### src/rtl/time_base_gen.sv
// time_base_gen: one-second / half-second tick generator with a fast-set mode.
// The prescaler restarts its phase on every mode change, on sync, and while stopped.
module time_base_gen #(
  parameter int unsigned CLK_HZ      = 50000000,
  parameter int unsigned FAST_FACTOR = 8
) (
  input  logic clk,
  input  logic reset,
  input  logic run,
  input  logic fast,
  input  logic sync,
  output logic tc_time_base,
  output logic tc_half,
  output logic blink,
  output logic running
);

  localparam int unsigned CW = (CLK_HZ > 1) ? $clog2(CLK_HZ) : 1;

  localparam logic [CW-1:0] RUN_TERM  = CW'(CLK_HZ - 1);
  localparam logic [CW-1:0] HALF_TERM = CW'(CLK_HZ / 2 - 1);
  localparam logic [CW-1:0] FAST_TERM = CW'(CLK_HZ / FAST_FACTOR - 1);

  typedef enum logic [1:0] {
    STOP = 2'd0,
    RUN  = 2'd1,
    FAST = 2'd2
  } state_t;

  state_t          state;
  state_t          state_nxt;
  logic [CW-1:0]   cnt;
  logic [CW-1:0]   cnt_nxt;
  logic            tc_nxt;
  logic            half_nxt;
  logic            blink_nxt;

  // Mode selection: run has priority, then fast.
  always_comb begin
    state_nxt = STOP;
    if (run) begin
      state_nxt = fast ? FAST : RUN;
    end
  end

  // Prescaler and tick generation for the current mode.
  // A mode change wins over sync and over a coinciding terminal count, so
  // that tick is dropped and the new mode starts from a clean phase.
  always_comb begin
    cnt_nxt   = '0;
    tc_nxt    = 1'b0;
    half_nxt  = 1'b0;
    blink_nxt = blink;
    if (state_nxt != state) begin
      blink_nxt = (state_nxt == FAST);
    end else begin
      case (state)
        RUN: begin
          if (sync) begin
            blink_nxt = 1'b0;
          end else begin
            if (cnt == RUN_TERM) begin
              tc_nxt = 1'b1;
            end else begin
              cnt_nxt = cnt + CW'(1);
            end
            if ((cnt == HALF_TERM) || (cnt == RUN_TERM)) begin
              half_nxt  = 1'b1;
              blink_nxt = ~blink;
            end
          end
        end
        FAST: begin
          blink_nxt = 1'b1;
          if (!sync) begin
            if (cnt == FAST_TERM) begin
              tc_nxt = 1'b1;
            end else begin
              cnt_nxt = cnt + CW'(1);
            end
          end
        end
        default: begin
          blink_nxt = 1'b0;
        end
      endcase
    end
  end

  // State, prescaler and registered outputs; reset clears all asynchronously.
  always_ff @(posedge clk or negedge reset) begin
    if (!reset) begin
      state        <= STOP;
      cnt          <= '0;
      tc_time_base <= 1'b0;
      tc_half      <= 1'b0;
      blink        <= 1'b0;
      running      <= 1'b0;
    end else begin
      state        <= state_nxt;
      cnt          <= cnt_nxt;
      tc_time_base <= tc_nxt;
      tc_half      <= half_nxt;
      blink        <= blink_nxt;
      running      <= (state_nxt != STOP);
    end
  end

endmodule

### config.mk
export PLATFORM = sky130hd
export DESIGN_NAME = time_base_gen
export DESIGN_NICKNAME = d
export VERILOG_FILES = /design/src/rtl/time_base_gen.sv
export SDC_FILE = /design/constraint.sdc
export NUM_CORES = 1
export LEC_CHECK = 0
export ABC_AREA = 0
export BUFFER_PORTS_ARGS = -buffer_cell sky130_fd_sc_hd__buf_2
export CORE_AREA = 5 5 65 67
export CTS_CLUSTER_DIAMETER = 80
export CTS_CLUSTER_SIZE = 12
export DETAILED_ROUTE_END_ITERATION = 7
export DIE_AREA = 0 0 70 72
export PLACE_DENSITY_LB_ADDON = 0.25
export SYNTH_ARGS = -nofsm -noshare
export SYNTH_HDL_FRONTEND = slang
export SYNTH_SLANG_ARGS = --single-unit
### constraint.sdc
create_clock -name clk -period 2 [get_ports clk]
set_input_delay 0.2 -clock clk [delete_from_list [all_inputs] [get_ports clk]]
set_output_delay 0.2 -clock clk [all_outputs]
set_load 0.01 [all_outputs]
# ---- Yosys cells after proc, flatten, opt, wreduce, memory -nomap -nowiden
# Cells that the tools add are included.
dict set report totals {
  word_cells 40
  out_inout_bits 4
  regBits 32
  in_bits 5
}
dict set report op_classes {
  bitwise 1
  mux 22
  n_reduce_logical 2
  add_sub_neg 1
  eq_ne 8
}
# op count
set ops {}
lappend ops {{$mux W26} 5}
lappend ops {{$pmux W26 S2} 1}
lappend ops {{$add A26 B1 Y26 const B} 1}
lappend ops {{$eq A26 B23 Y1 const B} 1}
lappend ops {{$eq A26 B25 Y1 const B} 1}
lappend ops {{$eq A26 B26 Y1 const B} 1}
lappend ops {{$mux W1} 12}
lappend ops {{$eq A2 B2 Y1 const B} 2}
lappend ops {{$mux W2} 2}
lappend ops {{$ne A4 B4 Y1 const B} 1}
lappend ops {{$pmux W1 S2} 2}
lappend ops {{$eq A2 B1 Y1 const B} 1}
lappend ops {{$ne A2 B2 Y1} 1}
lappend ops {{$reduce_bool A2 Y1} 1}
lappend ops {{$logic_or A1 B1 Y1} 1}
lappend ops {{$not A1 Y1} 1}

# ---- Logic depth before layout (Yosys ltp)
dict set report logic_depth {
  ltp_word 6
  mapped_depth 7
  ltp_nobuf 7
}

# ---- Least setup slack after synthesis
# No wires, ideal clock.
dict set report synth_timing {
  path_kind {register to register}
  startpoint {register cnt[0]}
  endpoint {register cnt[18]}
  t_required_ps 1881
  path_stages_with_launch 8
  arrival_time_ps 1756
  setup_time_ps 119
  n_path_buf 1
  slack_ps 125
  synth_period_minus_slack_ps 1875
  path_cell_list {dfrtp_1 -> ha_1 -> and4_1 -> nand4_1 -> o41a_1 -> o21bai_4 -> buf_6 -> nor2_1}
}
dict set report synth_via {
  elab_chain_len 5
  word_cells_on_any_way 9
  classes_between {1 x add/sub; 2 x eq/ne; 6 x mux}
}
# item line
set synth_lines {}
lappend synth_lines {{from (decl)} 32} ;# logic [CW-1:0] cnt;
lappend synth_lines {{from (signal assigned)} 101} ;# cnt <= cnt_nxt;
lappend synth_lines {{$add A26 B1 Y26 (tied with other cells)} {65, 79}}
lappend synth_lines {{$mux W26, on equally long branches} {76, 62}}
lappend synth_lines {{$mux W26, on equally long branches} {75, 59}}
lappend synth_lines {{$pmux W26 S2 (*)} 57} ;# case (state)
lappend synth_lines {{$mux W26 (*)} 54} ;# if (state_nxt != state) begin
lappend synth_lines {{net cnt_nxt[18]} 33} ;# logic [CW-1:0] cnt_nxt;
# The timed path passes the listed nets; every way through them passes the cells marked *.
# A chain may end at the register's enable or synchronous reset.

# ---- Worst setup path after layout
dict set report layout_timing {
  startpoint {register cnt[1]}
  endpoint {register cnt[2]}
}
# The elaborated chain is that of the path after synthesis.

==> impl_metrics.toml <==
[floorplanning]
core_um2 = 3580
dieArea_um2 = 5040
die_y_um = 72
ios = 9
fp-row-count = 22
die-width_um = 70
initial_core_util_pct = 53.2

[clock_network]
clockRootBuffer = "clkbuf_4"
clk_pin_slew_ps = 90
cts_inserted_buffers = 5
cts.sinks = 32
clkLatencyLatePin_ps = 340
clockBufferDepth = 2
cts-htree-levels = 2
cts_tree = "built"

[synth]
synth_ff_type = "dfrtp_1"
syn_area_um2 = 1900
synth_warnings = 0
async_reset_ff_share_pct = 100
postSynthCellCount = 201
synth_nets = 209
synth_seq_cells = 32
yosys.area.top_type_share_pct = 42.1
synth_edf_count = 0
ys_types = 39
yosysSeqAreaShare_pct = 42.1
ys_top_cells_by_area = "dfrtp_1, xnor2_1, nor2_1, xor2_1, nand3_1"
syn_avg_cell_area_um2 = 9.47
synth_top_area_cell = "dfrtp_1"

[finish]
nNetsFinal = 230
antenna_cells = 0
syn2layout_area_growth_pct = 14.3
multi_input_area_um2 = 1020
most-common-layout-cells = "nor2_1, dfrtp_1, xnor2_1, nand2_1, buf_4"
final_common_cell = "nor2_1"
regArea_um2 = 801
fill_cells = 318
drive_above_1_share_pct = 20.2
layoutNonFillerInstCount = 271

[critical_path]
worstPathRequired_ps = 2230
crit_type = "flip-flop to flip-flop"
arrival_ps = 2150
path_max_fanout = 13
worstSetupEndpointType = "flip-flop"
cp-start-kind = "flip-flop"

[power]
power_density_nw_per_um2 = 588
vdd_drop_max_v = 0.000432
p_leak_nw = 0.868
power_w = 0.00128

[sta]
setup_slack_ps = 77.9
whs_ps = 43.8
fin_setup_tns_ps = 0
hold_viol_final = 0
period_minus_slack_ps = 1920
slew_violations = 0
timing.final.crit_share_pct = 96.1
fmax_mhz = 520
setup_violations = 0
clock_skew_ps = 13.3
relSlewSlack_pct = 51.6
tightest_slew_ps = 725

[route]
vias = 1544
vias_per_cell = 5.70
detail_route.wl_per_cell_um = 15.9
drc = 0
drtPass1Iterations = 4
final_antenna_net_count = 0
dr.first_iter.drc_count = 98
routed_wl_um = 4310

[placement]
placed_cells = 261
gp_congestion = 0.868
place_hpwl_um = 3070
portBuffers = 8
dpl_worst_slack_ps = 25.2

[global_route]
grt_pass1_wl_um = 7130
grt_pass1_vias = 1504
grt_max_degree = 33
grt_usage_pct = 18.1
grt-ovfl-total = 0
grt_antenna_before_repair = 0

[outcome]
status = "complete, no violations"

[hold_path]
hp-class = "primary input to flip-flop"

[job]
cap_viol_max_count = 0
Yosys cell counts (2+ instances only):
library cell and number:
nor2_1 34, dfrtp_1 32, xnor2_1 16, nand2_1 14, nand3_1 12, nor3_1 11, nand4_1 9, xor2_1 8
inv_1 7, and3_1 5, nor4_1 5, buf_6 4, clkbuf_1 4, and4_1 3, and4b_1 3, ha_1 3
nor4_2 3, o21ai_0 3, and2_1 2, nor2b_1 2, nor4_4 2, or3_1 2
worst paths after layout:
kind | start | slack, ps | depth (start not counted) | to
max | cnt[1] | 80 | 7 | cnt[2]
max in group asynchronous | reset | 1090 | 2 | cnt[9]
min reg2reg | cnt[20] | 580 | 2 | cnt[20]
min in group asynchronous | reset | 440 | 2 | blink
max reg2reg | cnt[1] | 80 | 7 | cnt[2]
min | run | 40 | 1 | running
kinds of logic (layout without fill, tap and decap cells):
kind of cell               Yosys count  after routing  share of synthesized area, %
DFF                                 32             32                          42.1
AOI/OAI and AO/OA                   12             12                          5.59
xor gates and xnor gates            24             24                          11.0
adders and majority gates            3              3                          1.97
and+or+nand+nor                    113            113                          34.1
buffers and inverters               17             39                          5.19
power by group:
group / leakage (nW) / switching (W) / internal [W]
Sequential: 0.442 / 0.00000535 / 0.000652
Clock: 0.0515 / 0.000228 / 0.000332
Combinational: 0.375 / 0.0000388 / 0.0000235
repair_timing:
item / 4_1_cts / 5_1_grt
resized for setup: 0 / 6
buffers inserted: 0 / 1
setup endpoints to repair: 0 / 26
hold endpoints to repair: 32 / 0
hold buffers: 1 / 0
registers in the layout, indices dropped and copies added (netlist names):
signal and flops:
cnt 26, tc_time_base 1, tc_half 1, blink 1
running 1, state 2
layer usage:
layer | vias up | share of wire (%) | global-route usage [%]
li1 | 749 | - | -
met1 | 753 | 44 | 22.0
met2 | 35 | 51 | 31.1
met3 | 7 | 4.2 | 3.74
met4 | 0 | 1.3 | 8.09
met5 | - | 0 | 0
area by class of cell:
type                       instances  area share, %
sequential                        32           36.8
timing repair buffer              24           7.83
tap                               48           2.76
clock buffer                       7           2.99
clock inverter                     1           1.38
inverter                           7           1.21
multi-input combinational        152           47.0
critical path, cell delays in order (launching register included):
cell	delay, ps
dfrtp_1	390
ha_2	230
and4_4	240
nand4_1	140
o41a_1	440
o21bai_4	150
buf_6	170
nor2_1	60
stage by stage:
stage | instance area (um2) | utilization (%)
final | 2170 | 60.8
after global routing | 2170 | 60.8
after CTS | 2140 | 59.8
after detailed placement | 2040 | 56.9
after global placement | 2040 | 56.9
after floorplan | 1900 | -
No activity file was read; power rests on OpenSTA's default activity.
